===== src/rtl/fifo_wr_arbiter.sv =====
// Round-robin arbiter sharing the fifo1 write port between NREQ producers.
// A requester keeps its grant for up to MAX_BURST words, stalls on full, and releases when it withdraws.
module fifo_wr_arbiter #(
  parameter int DATA_SIZE = 8,
  parameter int NREQ      = 4,
  parameter int MAX_BURST = 4,
  parameter int CNT_W     = 16
) (
  input  logic                      wclk,
  input  logic                      wrst_n,
  input  logic [NREQ-1:0]           req,
  input  logic [NREQ*DATA_SIZE-1:0] req_data,
  input  logic                      full,
  output logic [NREQ-1:0]           ack,
  output logic                      w_en,
  output logic [DATA_SIZE-1:0]      wdata,
  output logic [$clog2(NREQ)-1:0]   grant_id,
  output logic                      busy,
  output logic [CNT_W-1:0]          wr_count
);

  localparam int GID_W  = $clog2(NREQ);
  localparam int BCNT_W = (MAX_BURST > 1) ? $clog2(MAX_BURST) : 1;

  typedef enum logic {
    IDLE  = 1'b0,
    GRANT = 1'b1
  } state_e;

  state_e             state_q,     state_d;
  logic [GID_W-1:0]   rr_ptr_q,    rr_ptr_d;
  logic [GID_W-1:0]   grant_id_q,  grant_id_d;
  logic [BCNT_W-1:0]  burst_cnt_q, burst_cnt_d;
  logic [CNT_W-1:0]   wr_count_q,  wr_count_d;

  logic                 owner_req;
  logic [DATA_SIZE-1:0] owner_data;
  logic                 w_en_c;
  logic                 last_word;
  logic [GID_W-1:0]     next_id;
  logic                 pick_valid;
  logic [GID_W-1:0]     pick_id;
  logic [NREQ-1:0]      ack_c;

  // Owner's request/data, and the one-hot ack for the word written this cycle.
  always_comb begin
    owner_req  = 1'b0;
    owner_data = '0;
    ack_c      = '0;
    for (int i = 0; i < NREQ; i++) begin
      if (grant_id_q == GID_W'(i)) begin
        owner_req  = req[i];
        owner_data = req_data[i*DATA_SIZE +: DATA_SIZE];
        ack_c[i]   = w_en_c;
      end
    end
  end

  assign w_en_c    = (state_q == GRANT) && owner_req && !full;
  assign last_word = (burst_cnt_q == BCNT_W'(MAX_BURST - 1));
  assign next_id   = (grant_id_q == GID_W'(NREQ - 1)) ? '0 : grant_id_q + 1'b1;

  // Descending search so the candidate closest to rr_ptr is assigned last and wins.
  always_comb begin
    logic [GID_W-1:0] cand;
    cand       = '0;
    pick_valid = 1'b0;
    pick_id    = rr_ptr_q;
    for (int k = NREQ - 1; k >= 0; k--) begin
      cand = GID_W'((int'(rr_ptr_q) + k) % NREQ);
      if (req[cand]) begin
        pick_valid = 1'b1;
        pick_id    = cand;
      end
    end
  end

  // NOTE: every next-state variable takes its current value first, so no path
  // through the case statement can leave one unassigned and infer a latch.
  always_comb begin
    state_d     = state_q;
    rr_ptr_d    = rr_ptr_q;
    grant_id_d  = grant_id_q;
    burst_cnt_d = burst_cnt_q;
    wr_count_d  = wr_count_q;
    case (state_q)
      IDLE: begin
        if (pick_valid) begin
          state_d     = GRANT;
          grant_id_d  = pick_id;
          burst_cnt_d = '0;
        end
      end
      GRANT: begin
        if (!owner_req) begin
          state_d  = IDLE;
          rr_ptr_d = next_id;
        end else if (w_en_c) begin
          wr_count_d  = wr_count_q + 1'b1;
          burst_cnt_d = burst_cnt_q + 1'b1;
          if (last_word) begin
            state_d  = IDLE;
            rr_ptr_d = next_id;
          end
        end
      end
      default: state_d = IDLE;
    endcase
  end

  // NOTE: state registers use non-blocking assignments so every register
  // samples the pre-edge values regardless of block evaluation order.
  always_ff @(posedge wclk or negedge wrst_n) begin
    if (!wrst_n) begin
      state_q     <= IDLE;
      rr_ptr_q    <= '0;
      grant_id_q  <= '0;
      burst_cnt_q <= '0;
      wr_count_q  <= '0;
    end else begin
      state_q     <= state_d;
      rr_ptr_q    <= rr_ptr_d;
      grant_id_q  <= grant_id_d;
      burst_cnt_q <= burst_cnt_d;
      wr_count_q  <= wr_count_d;
    end
  end

  assign w_en     = w_en_c;
  assign ack      = ack_c;
  assign wdata    = (state_q == GRANT) ? owner_data : '0;
  assign grant_id = grant_id_q;
  assign busy     = (state_q == GRANT);
  assign wr_count = wr_count_q;

endmodule


===== config.mk =====
export PLATFORM = sky130hd
export DESIGN_NAME = fifo_wr_arbiter
export DESIGN_NICKNAME = d
export VERILOG_FILES = /design/src/rtl/fifo_wr_arbiter.sv
export SDC_FILE = /design/constraint.sdc
export NUM_CORES = 1
export LEC_CHECK = 0
export CORE_ASPECT_RATIO = 0.5
export CORE_MARGIN = 2
export CORE_UTILIZATION = 42
export CTS_CLUSTER_DIAMETER = 200
export DETAILED_ROUTE_END_ITERATION = 10
export PLACE_DENSITY = 0.8
export SYNTH_ARGS = -nofsm -noshare
export SYNTH_HDL_FRONTEND = slang
export SYNTH_SLANG_ARGS = --single-unit

===== constraint.sdc =====
create_clock -name wclk -period 2.8 [get_ports wclk]
set_input_delay 0.42 -clock wclk [delete_from_list [all_inputs] [get_ports wclk]]
set_output_delay 0.42 -clock wclk [all_outputs]
set_load 0.005 [all_outputs]

==> summary.txt, run 1 <==
Synth
  • Synth top area share: 35.6%
  • Average cell area after synthesis: 8.29 um^2
  • XOR/XNOR Fraction of Synth Area: under 10%
  • Main combinational cell family by area after synthesis: simple AND/OR/NAND/NOR gates
  • Post-synth top flop: dfrtp_1
  • Synthesis Warnings: 0
  • Post-Synth Simple-Gate Area: 23.5%
  • EDFF count, synth: 0
  • Top-count cell post-synth: nand2_1
  • Post-synthesis sequential area ratio: 35.6%
  • FFs w/ async S/R, synth: 100%
  • Netlist Area Pre-Place: 1620 um^2
  • Post-synth cell types: 40
  • Synth top area cells: dfrtp_1, xor2_1, nand2_1
  • Top cells by count, synth: nand2_1, dfrtp_1, o21ai_0
  • Post-synth top area cell: dfrtp_1
  • Cells after synthesis: 195
  • Synth Area in Compound Gates: 16.6%
  • #FFs+latches synth: 23
  • Area share of fa/ha/maj cells after synthesis: 4.64%
  • Post-synthesis mux area share: 2.71%
  • Syn_nets: 240

Power
  • Clock power share: 10.8%
  • Net Sw Frac: 40.5%
  • Leakage: 1.06 nW
  • Pwr per Cell Area: 791 nW/um^2
  • Seq pwr share: 27.2%
  • Gate power share: 62.1%
  • Internal: 1.14 mW
  • P_sw: 775 uW
  • IR drop worst, VDD: around 0.40 mV
  • Total Power: 1.91 mW

Job
  • Max cap viols: 0

Finish
  • Fin util: 67.8%
  • ANT cells: 0
  • Register Area: 576 um^2
  • NumNets Final: 313
  • Multi-input logic area: 905 um^2
  • Fillers: between 200 and 300
  • Share of post-route cells with drive strength above 1: under 10%
  • Area Growth Syn to Fin: 49.6%

Global route
  • Global-route wire length before repair: 6.61 mm
  • Vias in the first global route: 1,495
  • Gr ovfl total: 0
  • Met1 global-route usage: 22.8%
  • Global route hottest layer: met2
  • Largest net degree at the start of global routing: 24
  • Met3 Track Usage GR: 3.62%
  • Met2 usage: 36.3%
  • GRT Total Usage: a little under a fifth
  • Initial antenna violation count: 0

Timing
  • Actual slew at the worst max-slew pin: 0.420 ns
  • Setup-failing EPs final: 0
  • Max-slew violation count: 0
  • Final hold violation count: 0
  • Fin crit period: 2.68 ns
  • Worst setup skew after layout: 0.00307 ns
  • Slew headroom: 71.9%
  • F_max: 0.373 GHz
  • RSZ-0062 raised after global routing: no
  • Setup TNS: 0 ns
  • Period utilization: 95.8%

Critical path
  • Setup crit start kind: flip-flop
  • CP Cell Sequence: inv_1, ha_1, nand3b_4, a211o_1, nor2_4, and2_1, clkdlybuf4s50_1
  • Crit path kind: reg2out
  • Crit-path max FO: 6
  • CP arrival: between 2 and 2.5 ns
  • Worst EP required: approximately 2.4 ns
  • Worst stage delay on the critical path: 0.51 ns
  • Slowest stage cell, crit path: clkdlybuf4s50_1
  • CP Capture Type: primary output

CTS
  • Worst-path clk slew: 0.08 ns
  • CTS HTree Levels: 1
  • Clock sink total: 23
  • CTS tree: done
  • Worst skew pair latency: around 0.27 ns
  • CTS buffer count: 3
  • Clk buf depth: 2
  • Root Driver: clkbuf_8

Placed design
  • PortBufs: 70
  • DP HPWL: 3.09 mm
  • Routability cong.: around 0.77

Floorplanning
  • # rows: 15
  • Ports: 71
  • Initial Util: a little under half
  • Placeable Area: around 3600 um^2
  • Total die area: 4390 um^2
  • Die X-Extent: slightly above 90 um
  • Die Span Y: around 48 um

Routing
  • WL/cell: 13.2 um
  • Routed vias: 1,626
  • Vias per cell: 5.11
  • DR pass1 iterations: 4
  • DR iter-0 viols: 21
  • Residual DRC count: 0
  • Routed Antenna Nets: 0
  • DRT Wirelength: approximately 4.2 mm

Worst hold path
  • Hold Path Class: reg2reg

Outcome
  • Status: complete, no violations
kinds of logic (layout without fill, tap and decap cells):
group	after synthesis	in the layout
multiplexers	4	4
AND/OR/NAND/NOR	71	71
adder cells (fa/ha/maj)	6	6
XOR/XNOR	15	15
buffers and inverters	28	100
flip-flops	23	23
AO/OA/AOI/OAI	48	48
path summary, 6_finish.rpt:
path / startpoint / to / slack (ns) / depth (start not counted)
worst min-delay path: wr_count[15] / wr_count[15] / 0.48 / 1
worst max register to register: grant_id[1] / rr_ptr_q[0] / 0.63 / 7
min in group asynchronous: wrst_n / wr_count[6] / 0.49 / 2
max in group asynchronous: wrst_n / wr_count[13] / 2.08 / 2
worst min register to register: wr_count[15] / wr_count[15] / 0.48 / 1
worst max-delay path: grant_id[1] / ack[3] / 0.12 / 7
state kept, by name (all words and copies together), names as in the netlist:
name / count
grant_id: 2
burst_cnt_q: 2
busy: 1
rr_ptr_q: 2
wr_count: 16
worst max-delay path: cells and delay by family, from the launching register on:
kind / cells / cell delay (ns)
flip-flops: 1 / 0.42
AO/OA/AOI/OAI: 1 / 0.30
adder cells (fa/ha/maj): 1 / 0.21
AND/OR/NAND/NOR: 3 / 0.46
buffers and inverters: 2 / 0.59
placed cells by master (no fill, tap or decap), types with 2 or more instances in the layout:
cell	n
nand2_1	30
inv_1	17
ha_1	5
xor2_1	13
nand3_1	5
a21oi_1	19
nor4_1	9
nand4_1	2
clkbuf_8	3
clkdlybuf4s50_1	70
nor2_1	3
mux2_2	3
and2_1	4
nor2b_1	4
buf_4	8
xnor2_1	2
dfrtp_1	23
and4_1	2
nor3_1	4
o21ai_0	20
nand2b_1	3
per-stage QoR:
| step | area (um^2) | cells | setup slack [ns] | hold slack [ns] |
|---|---|---|---|---|
| finish | 2420 | 318 | 0.119 | 0.480 |
| global route | 2420 | 318 | 0.00792 | 0.489 |
| CTS | 2410 | 318 | 0.0185 | 0.486 |
| detailed placement | 2360 | 313 | 0.0778 | 0.471 |
| global placement | 2360 | 313 | 0.142 | 0.458 |
| floorplan | 1620 | 195 | 0.605 | 0.124 |
layout make-up:
type	instances	share of cell area [%]
multi-input cells	144	37.4
repair buffers	78	31.5
flip-flops and latches	23	23.8
inverters	18	2.79
well taps	51	2.64
clock buffers	3	1.71
clock inverters	1	0.207
what timing repair did:
action / in CTS / in global routing
gates resized for setup: 0 / 2
setup endpoints to repair: 1 / 5
pin swaps: 0 / 2
buffers inserted: 1 / 0
hold buffers: 0 / 0
gates cloned: 0 / 0
power by group through the flow:
stage | combinational (mW) | clock (mW) | sequential, mW
5_1_grt | 1.31 | 0.228 | 0.536
2_1_floorplan | 0.710 | 0 | 0.512
3_3_place_gp | 1.13 | 0 | 0.525
3_5_place_dp | 1.16 | 0 | 0.529
4_1_cts | 1.18 | 0.215 | 0.521
6_report | 1.19 | 0.206 | 0.520
metal layers:
| metal | vias to the layer above | share of wire, % |
|---|---|---|
| li1 | 813 | - |
| met1 | 768 | 45 |
| met2 | 41 | 50 |
| met3 | 4 | 3.9 |
| met4 | 0 | 0.76 |
| met5 | - | 0 |
Note: power is estimated with default switching activity, not from simulation.
==> inputs of run 2 (changes only) <==
- CORE_UTILIZATION: 42 -> 30
- PLACE_DENSITY: 0.8 -> default
==> summary.txt, run 2 (synthesized netlist as in run 1, its figures left out) <==
Critical path
  • Crit path kind: reg2out (unchanged)
  • Worst EP required: 2.38 ns (about the same)
  • Crit-path max FO: 6 (unchanged)
  • Setup crit start kind: flip-flop (unchanged)
  • CP Capture Type: primary output (unchanged)
  • CP arrival: 2.25 ns (was 2.26 ns)

Floorplanning
  • Ports: 71 (unchanged)
  • Initial Util: 31.9% (was 45.3%)
  • Die X-Extent: 108 um (was 91.7 um)
  • Die Span Y: 55.9 um (was 47.9 um)
  • Total die area: 6030 um^2 (was 4390 um^2)
  • # rows: 18 (was 15)
  • Placeable Area: 5070 um^2 (was 3570 um^2)

CTS
  • CTS tree: done (unchanged)
  • Root Driver: clkbuf_8 (unchanged)
  • Hold buffers post-CTS: 0 (unchanged)
  • Worst-path clk slew: 0.08 ns (about the same)
  • Clock sink total: 23 (unchanged)
  • CTS buffer count: 3 (unchanged)
  • Clk buf depth: 2 (unchanged)
  • Worst skew pair latency: 0.26 ns (was 0.27 ns)
  • CTS HTree Levels: 1 (unchanged)

Placed design
  • DP HPWL: 3.50 mm (was 3.09 mm)
  • Placed Area: 2400 um^2 (was 2360 um^2)
  • Routability cong.: 0.768 (was 0.772)
  • PortBufs: 70 (unchanged)
  • Placement Setup Slack: 0.153 ns (was 0.0778 ns)
  • Placed Cells incl. Taps: 335 (was 313)

Timing
  • Period utilization: 95.4% (was 95.8%)
  • Actual slew at the worst max-slew pin: 0.451 ns (was 0.420 ns)
  • RSZ-0062 raised after global routing: no (unchanged)
  • Setup TNS: 0 ns (unchanged)
  • WHS: 0.473 ns (was 0.480 ns)
  • Fin crit period: 2.67 ns (was 2.68 ns)
  • Setup-failing EPs final: 0 (unchanged)
  • Worst setup skew after layout: 0.00667 ns (was 0.00307 ns)
  • Max-slew violation count: 0 (unchanged)
  • Final hold violation count: 0 (unchanged)
  • Fin worst setup slack: 0.128 ns (was 0.119 ns)
  • F_max: 0.374 GHz (was 0.373 GHz)
  • Slew headroom: 69.8% (was 71.9%)

Routing
  • Residual DRC count: 0 (unchanged)
  • DRT Wirelength: 4.62 mm (was 4.19 mm)
  • WL/cell: 13.5 um (was 13.2 um)
  • Routed vias: 1,624 (was 1,626)
  • DR pass1 iterations: 4 (unchanged)
  • Vias per cell: 4.75 (was 5.11)
  • DR iter-0 viols: 45 (was 21)
  • Routed Antenna Nets: 0 (unchanged)

Outcome
  • Status: complete, no violations (unchanged)

Power
  • IR drop worst, VDD: 0.296 mV (was 0.404 mV)
  • Internal: 1.16 mW (was 1.14 mW)
  • Pwr per Cell Area: 786 nW/um^2 (was 791 nW/um^2)
  • Gate power share: 62.3% (was 62.1%)
  • Net Sw Frac: 40.7% (was 40.5%)
  • Leakage: 1.10 nW (was 1.06 nW)
  • Seq pwr share: 27.1% (was 27.2%)
  • P_sw: 795 uW (was 775 uW)
  • Clock power share: 10.5% (was 10.8%)

Global route
  • Global-route wire length before repair: 7.49 mm (was 6.61 mm)
  • Largest net degree at the start of global routing: 24 (unchanged)
  • Gr ovfl total: 0 (unchanged)
  • GRT Total Usage: 15.4% (was 18.8%)
  • Vias in the first global route: 1,531 (was 1,495)
  • Initial antenna violation count: 0 (unchanged)

Job
  • Max cap viols: 0 (unchanged)

Finish
  • NumNets Final: 318 (was 313)
  • Most common cell after layout, fill and taps aside: clkdlybuf4s50_1 (unchanged)
  • Share of post-route cells with drive strength above 1: 9.19% (was 7.12%)
  • ANT cells: 0 (unchanged)
  • Commonest non-fill, non-tap cells in the layout: clkdlybuf4s50_1, nand2_1, dfrtp_1, o21ai_0, a21oi_1 (unchanged)
  • Largest register FFs: 16 (unchanged)
  • Area Growth Syn to Fin: 53.6% (was 49.6%)
  • Final non-filler cell total: 342 (was 318)
  • Fin area: 2480 um^2 (was 2420 um^2)

Worst hold path
  • Hold Path Class: reg2reg (unchanged)
[run 2: worst paths after layout]
kind                              start      endpoint  slack, ns  cells past startpoint
max                         grant_id[1]        ack[1]       0.13                      7
min                        wr_count[15]  wr_count[15]       0.47                      1
max reg2reg                 grant_id[1]   rr_ptr_q[1]       0.61                      7
min reg2reg                wr_count[15]  wr_count[15]       0.47                      1
max in group asynchronous        wrst_n   grant_id[0]       2.05                      2
min in group asynchronous        wrst_n          busy       0.50                      2
[run 2: repair_timing]
| item | in CTS | in global routing |
|---|---|---|
| resized for setup | 1 | 4 |
| setup buffers | 0 | 3 |
| setup endpoints to repair | 2 | 9 |
| pin swaps | 0 | 1 |
[run 2: cell type report]
type	count	area (um^2)
Clock buffer	3	41.3
Clock inverter	1	5.00
Tap cell	70	87.6
Fill cell	483	2580
Sequential cell	23	577
Inverter	18	67.6
Timing Repair Buffer	83	801
Multi-Input combinational cell	144	905
[run 2: stage by stage]
stage | util (%) | total power [mW]
CTS | 48.4 | 1.95
floorplan | - | 1.22
detailed placement | 47.4 | 1.72
global placement | 47.4 | 1.70
finish | 49.0 | 1.95
global route | 49.0 | 2.12
[run 2: critical path: stages (launching register included)]
cell and delay [ns]:
dfrtp_1 0.43, inv_1 0.09, ha_1 0.22, nand3b_4 0.16, a211o_1 0.30, nor2_4 0.14, and2_1 0.15, clkdlybuf4s50_1 0.49
[run 2: power groups by stage]
stage	combinational [mW]	clock (mW)	sequential, mW
finish	1.22	0.206	0.529
global route	1.35	0.225	0.546
CTS	1.20	0.215	0.529
detailed placement	1.19	0	0.536
global placement	1.17	0	0.529
floorplan	0.710	0	0.512
[run 2: layer usage]
metal	routed length, um	global-route usage [%]	up-vias
li1	-	-	825
met1	2110	19.7	765
met2	2280	27.1	32
met3	216	3.04	2
met4	17	3.30	0
met5	0	0	-
